<file path="src/rtl/seg7_cmd_ctrl.sv">
// seg7_cmd_ctrl
// Turns framed SPI byte streams into display commands for a 4-digit 7-segment
// interface. Multi-byte commands are staged in shadow registers and committed
// atomically on the edge that samples their final byte. A local BCD up-counter
// mode, advanced by an external tick, shares the digit registers with host writes.
//
// Optional build macro: SEG7_READBACK_EN
//   defined   -> tx_data = registered {cmd_err, mode, colon, fsm_state[3:0]}
//   undefined -> tx_data tied to 8'h00, FSM encoding not exported
module seg7_cmd_ctrl #(
    parameter int unsigned TIMEOUT_CYCLES = 65535,
    parameter int unsigned TIMEOUT_W      = 16
) (
    input  logic       clk,
    input  logic       rst,
    input  logic       rx_valid,
    input  logic [7:0] rx_data,
    input  logic       cs_n,
    input  logic       tick,
    output logic [3:0] digit0,
    output logic [3:0] digit1,
    output logic [3:0] digit2,
    output logic [3:0] digit3,
    output logic [1:0] colon,
    output logic       mode,
    output logic       frame_done,
    output logic       cmd_err,
    output logic [7:0] tx_data
);

    // Encoding is 4 bits wide so it can be exported verbatim on tx_data.
    typedef enum logic [3:0] {
        ST_IDLE    = 4'd0,
        ST_OPCODE  = 4'd1,
        ST_ARG     = 4'd2,
        ST_DISCARD = 4'd3
    } state_t;

    localparam logic [7:0] OP_WRITE_DIGITS = 8'h01;
    localparam logic [7:0] OP_SET_COLON    = 8'h02;
    localparam logic [7:0] OP_SET_MODE     = 8'h03;
    localparam logic [7:0] OP_CLEAR        = 8'h04;

    localparam logic [TIMEOUT_W-1:0] TMO_LIMIT = TIMEOUT_W'(TIMEOUT_CYCLES);
    localparam logic [1:0]           COLON_OFF = 2'b11;

    state_t               state_q;
    state_t               state_d;
    logic                 cs_n_q;
    logic [7:0]           op_q;        // shadow: opcode of the command in flight
    logic [7:0]           arg0_q;      // shadow: first argument of WRITE_DIGITS
    logic                 arg_idx_q;   // 0 = next byte is arg0, 1 = next byte is arg1
    logic [TIMEOUT_W-1:0] tmo_cnt;
    logic [15:0]          disp_q;      // {digit3, digit2, digit1, digit0}

    logic frame_start;
    logic byte_strobe;
    logic tmo_hit;
    logic op_known;
    logic last_arg;
    logic op_load;
    logic arg_load;
    logic commit_clear;
    logic commit_arg;
    logic err_set;
    logic err_clr;

    assign frame_start = cs_n_q & ~cs_n;
    assign byte_strobe = rx_valid & ~cs_n;   // bytes outside a frame never reach the parser
    assign tmo_hit     = (tmo_cnt == TMO_LIMIT);
    assign op_known    = rx_data inside {OP_WRITE_DIGITS, OP_SET_COLON, OP_SET_MODE, OP_CLEAR};
    assign last_arg    = (op_q != OP_WRITE_DIGITS) | arg_idx_q;

    assign digit0 = disp_q[3:0];
    assign digit1 = disp_q[7:4];
    assign digit2 = disp_q[11:8];
    assign digit3 = disp_q[15:12];

    // Four-digit decimal increment; a nibble above 9 behaves as 9 (wraps and carries).
    function automatic logic [15:0] bcd_inc(input logic [15:0] v);
        logic [15:0] r;
        logic        carry;
        r     = v;
        carry = 1'b1;
        for (int i = 0; i < 4; i++) begin
            if (carry) begin
                if (v[i*4 +: 4] >= 4'd9) begin
                    r[i*4 +: 4] = 4'd0;
                end else begin
                    r[i*4 +: 4] = v[i*4 +: 4] + 4'd1;
                    carry       = 1'b0;
                end
            end
        end
        return r;
    endfunction

    // FSM state register.
    always_ff @(posedge clk or posedge rst) begin
        // NOTE: sequential state uses non-blocking assignments so every register
        // samples pre-edge values regardless of process ordering.
        if (rst) begin
            state_q <= ST_IDLE;
        end else begin
            state_q <= state_d;
        end
    end

    // FSM next-state logic: frame boundaries, opcode decode, argument counting, timeout.
    always_comb begin
        // NOTE: default assignment first so no path leaves state_d unassigned (no latch).
        state_d = state_q;
        unique case (state_q)
            ST_IDLE: begin
                if (frame_start) state_d = ST_OPCODE;
            end
            ST_OPCODE: begin
                if (cs_n) begin
                    state_d = ST_IDLE;
                end else if (byte_strobe) begin
                    if (!op_known)                 state_d = ST_DISCARD;
                    else if (rx_data != OP_CLEAR)  state_d = ST_ARG;
                end
            end
            ST_ARG: begin
                if (cs_n) begin
                    state_d = ST_IDLE;
                end else if (byte_strobe) begin
                    if (last_arg) state_d = ST_OPCODE;
                end else if (tmo_hit) begin
                    state_d = ST_DISCARD;
                end
            end
            ST_DISCARD: begin
                if (cs_n) state_d = ST_IDLE;
            end
            default: state_d = ST_IDLE;
        endcase
    end

    // FSM output decode: shadow loads, commits and error set/clear strobes.
    always_comb begin
        op_load      = 1'b0;
        arg_load     = 1'b0;
        commit_clear = 1'b0;
        commit_arg   = 1'b0;
        err_set      = 1'b0;
        err_clr      = 1'b0;
        unique case (state_q)
            ST_IDLE: begin
                err_clr = frame_start;
            end
            ST_OPCODE: begin
                if (byte_strobe) begin
                    if (!op_known)                err_set      = 1'b1;
                    else if (rx_data == OP_CLEAR) commit_clear = 1'b1;
                    else                          op_load      = 1'b1;
                end
            end
            ST_ARG: begin
                // Frame closed or timed out with arguments still owed: drop the command.
                if (cs_n) begin
                    err_set = 1'b1;
                end else if (byte_strobe) begin
                    if (last_arg) commit_arg = 1'b1;
                    else          arg_load   = 1'b1;
                end else if (tmo_hit) begin
                    err_set = 1'b1;
                end
            end
            ST_DISCARD: begin
            end
            default: begin
            end
        endcase
    end

    // Frame-select history for falling-edge detection.
    always_ff @(posedge clk or posedge rst) begin
        if (rst) cs_n_q <= 1'b1;
        else     cs_n_q <= cs_n;
    end

    // Shadow registers holding the command being assembled.
    always_ff @(posedge clk or posedge rst) begin
        // NOTE: shadows are reset so a stale partial command can never leak into
        // a commit after reset; they are few flops, not a memory array.
        if (rst) begin
            op_q      <= 8'h00;
            arg0_q    <= 8'h00;
            arg_idx_q <= 1'b0;
        end else if (op_load) begin
            op_q      <= rx_data;
            arg_idx_q <= 1'b0;
        end else if (arg_load) begin
            arg0_q    <= rx_data;
            arg_idx_q <= 1'b1;
        end
    end

    // Inter-byte timeout counter: restarts on each byte and at frame start, saturates.
    always_ff @(posedge clk or posedge rst) begin
        if (rst) begin
            tmo_cnt <= '0;
        end else if (state_q == ST_IDLE || frame_start || byte_strobe) begin
            tmo_cnt <= '0;
        end else if (!tmo_hit) begin
            tmo_cnt <= tmo_cnt + 1'b1;
        end
    end

    // Display registers: host commits take priority over the counter tick.
    always_ff @(posedge clk or posedge rst) begin
        if (rst) begin
            disp_q <= 16'h0000;
            colon  <= COLON_OFF;
            mode   <= 1'b0;
        end else if (commit_clear) begin
            disp_q <= 16'h0000;
            colon  <= COLON_OFF;
        end else if (commit_arg) begin
            unique case (op_q)
                OP_WRITE_DIGITS: disp_q <= {arg0_q, rx_data};
                OP_SET_COLON:    colon  <= rx_data[1:0];
                OP_SET_MODE:     mode   <= rx_data[0];
                default: begin
                end
            endcase
        end else if (tick && mode) begin
            disp_q <= bcd_inc(disp_q);
        end
    end

    // Commit pulse and sticky error flag.
    always_ff @(posedge clk or posedge rst) begin
        if (rst) begin
            frame_done <= 1'b0;
            cmd_err    <= 1'b0;
        end else begin
            frame_done <= commit_clear | commit_arg;
            if (err_set)      cmd_err <= 1'b1;
            else if (err_clr) cmd_err <= 1'b0;
        end
    end

`ifdef SEG7_READBACK_EN
    // Status byte, refreshed every cycle for shifting out on the next frame.
    always_ff @(posedge clk or posedge rst) begin
        if (rst) tx_data <= 8'h00;
        else     tx_data <= {cmd_err, mode, colon, state_q};
    end
`else
    assign tx_data = 8'h00;
`endif

endmodule

</file>
<file path="config.mk">
export PLATFORM = sky130hd
export DESIGN_NAME = seg7_cmd_ctrl
export DESIGN_NICKNAME = d
export VERILOG_FILES = /design/src/rtl/seg7_cmd_ctrl.sv
export SDC_FILE = /design/constraint.sdc
export NUM_CORES = 1
export LEC_CHECK = 0
export BUFFER_PORTS_ARGS = -buffer_cell sky130_fd_sc_hd__buf_4
export CAP_MARGIN = 20
export CORE_MARGIN = 4
export CORE_UTILIZATION = 60
export DETAILED_ROUTE_END_ITERATION = 8
export GPL_ROUTABILITY_DRIVEN = 0
export GPL_TIMING_DRIVEN = 0
export HOLD_SLACK_MARGIN = 0.1
export PLACE_DENSITY = 0.82
export SYNTH_ARGS = -nofsm -noshare
export SYNTH_HDL_FRONTEND = slang
export SYNTH_SLANG_ARGS = --single-unit
</file>
<file path="constraint.sdc">
create_clock -name clk -period 5.4 [get_ports clk]
set_input_delay 1.62 -clock clk [delete_from_list [all_inputs] [get_ports clk]]
set_output_delay 1.62 -clock clk [all_outputs]
set_load 0.01 [all_outputs]
</file>
---- Word level (Yosys, flattened, before mapping) ----
Index checks and enable logic that the tools add are counted.
storage, ports and cells
  memories ................................ 0
  bits in writable memories ............... 0
  latch bits .............................. 0
  ROM bits ................................ 0
  bits in registers ....................... 59
  input port bits ......................... 13
operators by class
  bitwise logic cells ..................... 7
  shifts and indexed selects .............. 0
  order comparisons ....................... 4
  muxes and demuxes ....................... 68
  multiply operators ...................... 0
  $add $sub $neg .......................... 5
  divide/modulo/power cells ............... 0
  eq/ne operators ......................... 21
  reduce and logical (&&, ||, !) cells .... 21
operator list
  cell                                                             number
  16-bit two-way mux                                               6
  4-bit two-way mux                                                17
  1-bit two-way mux                                                40
  8-bit by 2-bit == test with 1-bit output, second input constant  4
  16-bit by 1-bit adder with 16-bit output, second input constant  1
  4-bit by 1-bit adder with 4-bit output, second input constant    4
  16-bit == test, second input constant                            1
  8-bit by 1-bit == test with 1-bit output, second input constant  2
  4-bit >= comparator, second input constant                       4
  4-bit one-hot mux with 4 select lines                            1
  4-bit != test, second input constant                             3
  3-bit AND reduction                                              4
  3-bit nonzero test                                               4
  4-bit by 2-bit == test with 1-bit output, second input constant  2
  8-bit by 3-bit == test with 1-bit output, second input constant  1
  8-bit by 1-bit != test with 1-bit output, second input constant  1
  8-bit by 3-bit != test with 1-bit output, second input constant  1
  2-bit nonzero test                                               4
  2-bit two-way mux                                                3
  2-bit AND reduction                                              3
  6-bit AND reduction                                              1
  4-bit by 1-bit == test with 1-bit output, second input constant  1
  4-bit zero test                                                  1
  2-bit != test, second input constant                             2
  other kinds (10)                                                 15

---- Logic depth before layout (Yosys ltp) ----
  depth after elaboration ................. 20
  mapped depth ............................ 9
  mapped depth without buffers ............ 7

---- Least setup slack after synthesis ----
Ideal clock, no wire load.
  path kind ............................... input port to flip-flop
  start point ............................. in rx_data[4]
  end point ............................... reg disp_q[15]
  arrival time ............................ 3.229 ns
  library setup time ...................... 0.120 ns
  cell stages on the path ................. 4
  setup slack ............................. 2.050 ns
  buffers on the path ..................... 1
  path through ............................ or4_1 or4_2 buf_2 a31o_2
between the ends
  word-level cells in the longest chain between the ends .. 7
  elaborated cells between the ends (all ways) .. 14
  classes of those cells .................. 5 x eq/ne; 5 x mux; 4 x reduce/logical
ends and longest elaborated chain
  item                                                                                                    line     source
  start, declared                                                                                         17       input logic [7:0] rx_data,
  8-bit by 1-bit == test with 1-bit output, or another cell as far along                                  71       assign op_known = rx_data inside {OP_WRITE_DIGITS, OP_SET_COLON, OP_SET_MODE, OP_CLEAR};
  4-bit nonzero test / 1-bit two-way mux (equally long branches)                                          71, 156
  1-bit two-way mux (*)                                                                                   155      if (!op_known) err_set = 1'b1;
  1-bit two-way mux (*)                                                                                   154      if (byte_strobe) begin
  1-bit two-way mux (*)                                                                                   149      unique case (state_q)
  3-bit by 2-bit != test with 1-bit output (no source line) / 3-bit nonzero test (equally long branches)  n/a
  3-bit AND reduction (no source line)                                                                    n/a
  end signal, assigned                                                                                    223      OP_WRITE_DIGITS: disp_q <= {arg0_q, rx_data};
  end signal, assigned                                                                                    230      disp_q <= bcd_inc(disp_q);
  end, declared                                                                                           54       logic [15:0] disp_q;
Mark *: on every way between the ends. The rest lies on a longest branch, timed or not.
A chain may end at the register's enable or synchronous reset.

---- Worst setup path in the final report ----
  start point ............................. in rx_data[4]
  end point ............................... reg disp_q[0]
between the ends
  word-level cells in the longest chain between the ends .. 7
  elaborated cells between the ends (all ways) .. 13
  classes of those cells .................. 5 x eq/ne; 5 x mux; 3 x reduce/logical
ends and longest elaborated chain
  item                                                                                                    line
  8-bit by 1-bit == test with 1-bit output, or another cell as far along                                  71
  4-bit nonzero test / 1-bit two-way mux (equally long branches)                                          71, 156
  1-bit two-way mux (*)                                                                                   155
  1-bit two-way mux (*)                                                                                   154
  1-bit two-way mux (*)                                                                                   149
  3-bit by 2-bit != test with 1-bit output (no source line) / 3-bit nonzero test (equally long branches)  n/a
  2-bit AND reduction (no source line)                                                                    n/a
Marked as above.

==> impl_metrics.tcl <==
set metrics [dict create \
    status "complete, no violations" \
    grt_use_total_pct 23.0 \
    rsz0062_at_grt "no" \
    ys_warn_count 0 \
    hold_class "reg2reg" \
    p_leak_nw 1.86 \
    synth_top_area_share_pct 39.9 \
    pin_count 42 \
    pwr-share-seq_pct 42.3 \
    worstSetupEndpointType "flop" \
    die_area_um2 6910 \
    p_comb_share_pct 17.1 \
    synth_most_common_cell "dfrtp_1" \
    regArea_um2 1430 \
    vias 2734 \
    synthTopCellsByCount "dfrtp_1, nor2_1, nand2_1" \
    cts_hold_buf 0 \
    tightest_slew_ns 0.710 \
    syn_inst 343 \
    clock_tree.htree_level_count 3 \
    critPathLaunchType "input port" \
    grt_pass1_vias 2692 \
    power.total_w 0.00113 \
    synthTopCellsByArea "dfrtp_1, ha_1, mux2_2, nor2_1, nand2_1" \
    antenna_cells 0 \
    viasPerCell 5.79 \
    start_util_pct 61.5 \
    cp.required_ns 5.61 \
    hold_violations 0 \
    clk_pin_slew_ns 0.07 \
    p_int_w 0.000825 \
    detailed_place_hpwl_um 5320 \
    cts_tree "done" \
    grt-ovfl-total 0 \
    avgSynthCellArea_um2 9.87 \
    cp_max_fo 10 \
    synthFlopType "dfrtp_1" \
    cts_setup_buffers 0 \
    slew_viol_final 0 \
    drive_above_1_share_pct 25.3 \
    async_flop_share_pct 100 \
    netSwitchingFraction_pct 27.2 \
    synth.ff_latch_count 57 \
    synth-edff-count 0 \
    p_sw_w 0.000308 \
    drtAntennaViolNets 0 \
    io_buffer_count 33 \
    final_nets 426 \
    setup_viol 0 \
    finalClockSkew_ns 0.00833 \
    slew_headroom_pct 52.2 \
    crit_type "in2reg" \
    drtPass1Iterations 4 \
    r2r_slack_ns 3.05 \
    die_y_um 83.1 \
    r2r_cells 7 \
    fin_crit_sh_pct 62.6 \
    nFillCells 423 \
    die_w_um 83.1 \
    clock-root-buffer "clkbuf_8" \
    wl_um 7480 \
    worst_skew_pair.late_latency_ns 0.35 \
    cap_violations 0 \
    max_freq_ghz 0.296 \
    min_to "cmd_err" \
    synth-seq-area-share_pct 42.2 \
    yosysUniqueCellTypes 63 \
    reg2reg_to "tmo_cnt[9]" \
    yosysTopAreaCell "dfrtp_1" \
    grt_max_degree 44 \
    place_area_um2 3770 \
    crit_arrival_ns 3.59 \
    hold_depth 1 \
    peakVddDrop_mv 0.208 \
    cp-startpoint "rx_data[4]" \
    period_needed_ns 3.38 \
    rows 27 \
    antenna_found_initial 0 \
    clock_path_buffers 2 \
    cts_made_buffers 9 \
    drt_iter0_markers 197 \
    worstReg2RegStart "tmo_cnt[0]" \
    multiInputGateArea_um2 1800 \
    syn_to_final_growth_pct 18.1 \
    power_density_nw_per_um2 283 \
    clock_sinks 57 \
    final_area_um2 4000 \
    grt_pass1_wl_um 12800 \
    p_clk_share_pct 40.6 \
    whs_ns 0.508 \
    drcViolationCount 0 \
    setup-tns-final_ns 0 \
    syn_area_um2 3390 \
    hold_start "cmd_err" \
    ctsResizeCount 0 \
    coreArea_um2 5510 \
    wl_per_cell_um 15.9 \
]
## critical path: stages
cell and delay (ns):
buf_4 0.12, or4_1 0.62, nor4_1 0.64, clkbuf_1 0.44, o21ai_0 0.16
## per-layer routing
metal | GRT usage [%] | wire length [um] | vias up | part of all wire (%)
met2 | 38.3 | 3770 | 80 | 50
met1 | 28.4 | 3210 | 1316 | 43
li1 | - | - | 1323 | -
met4 | 10.4 | 145 | 0 | 1.9
met5 | 0 | 0 | - | 0
met3 | 5.06 | 360 | 15 | 4.8
## placed cells by master (no fill, tap or decap), types with 3 or more instances in the layout
master	Yosys	routed
o21bai_1	3	3
a21oi_1	18	18
clkbuf_1	3	3
xnor2_1	9	9
dfrtp_1	54	54
buf_4	8	41
clkbuf_8	0	11
nand3_1	13	13
conb_1	1	8
and2b_2	6	6
nor3_1	12	12
mux2_4	4	4
or3b_2	4	4
mux2_2	11	11
and3_1	8	8
o31a_1	3	3
nor4b_1	3	3
a21o_1	4	4
nor4_1	9	9
inv_1	18	17
mux2i_1	5	5
nand4_1	5	5
o211ai_1	4	4
nand2_1	27	27
a31oi_1	3	3
dfstp_2	3	3
ha_1	18	18
o21ai_0	7	7
buf_2	4	4
a211oi_1	6	6
nor2_1	28	28
## metrics by stage
stage | setup WS, ns | util (%) | std cells
global route | 1.94 | 72.6 | 472
finish | 2.02 | 72.6 | 472
detailed placement | 1.66 | 68.5 | 456
CTS | 2.02 | 72.6 | 472
floorplan | 2.05 | - | 350
global placement | 1.68 | 68.1 | 455
## power by group through the flow
| stage | clock network (W) | logic (W) | registers (W) |
|---|---|---|---|
| after floorplan | 0 | 0.000136 | 0.000484 |
| after global placement | 0 | 0.000188 | 0.000484 |
| after detailed placement | 0 | 0.000195 | 0.000486 |
| after CTS | 0.000464 | 0.000196 | 0.000478 |
| after global routing | 0.000486 | 0.000222 | 0.000482 |
| final | 0.000460 | 0.000194 | 0.000478 |
## sequential cells by signal (all words and copies together) (netlist names)
name        cells
colon           2
cmd_err         1
tmo_cnt        16
arg0_q          8
arg_idx_q       1
frame_done      1
mode            1
op_q            8
state_q         2
disp_q         16
cs_n_q          1
## layout make-up
cell class | instances | area share (%)
Buffer | 17 | 2.85
Clock buffer | 11 | 3.79
Clock inverter | 5 | 1.94
Inverter | 18 | 1.69
Multi-Input combinational cell | 258 | 45.0
Sequential cell | 57 | 35.8
Tap cell | 72 | 2.25
Timing Repair Buffer | 34 | 6.70
## cell families after synthesis
kind of cell	count (synthesis)	share of synthesized area, %
buffers and inverters	35	5.36
xor gates and xnor gates	10	2.59
AOI/OAI and AO/OA	65	13.3
and+or+nand+nor	137	22.8
muxes	20	6.91
adders and majority gates	18	6.65
other	1	0.111
DFF	57	42.2
## worst max-delay path by stage
stage / end / slack, ns / depth (start not counted)
after global routing: disp_q[0] / 1.94 / 5
after floorplan: disp_q[15] / 2.05 / 4
after detailed placement: disp_q[0] / 1.66 / 5
after global placement: disp_q[0] / 1.68 / 5
after CTS: disp_q[0] / 2.02 / 5
final: disp_q[0] / 2.02 / 5
(Power assumes the default switching activity.)
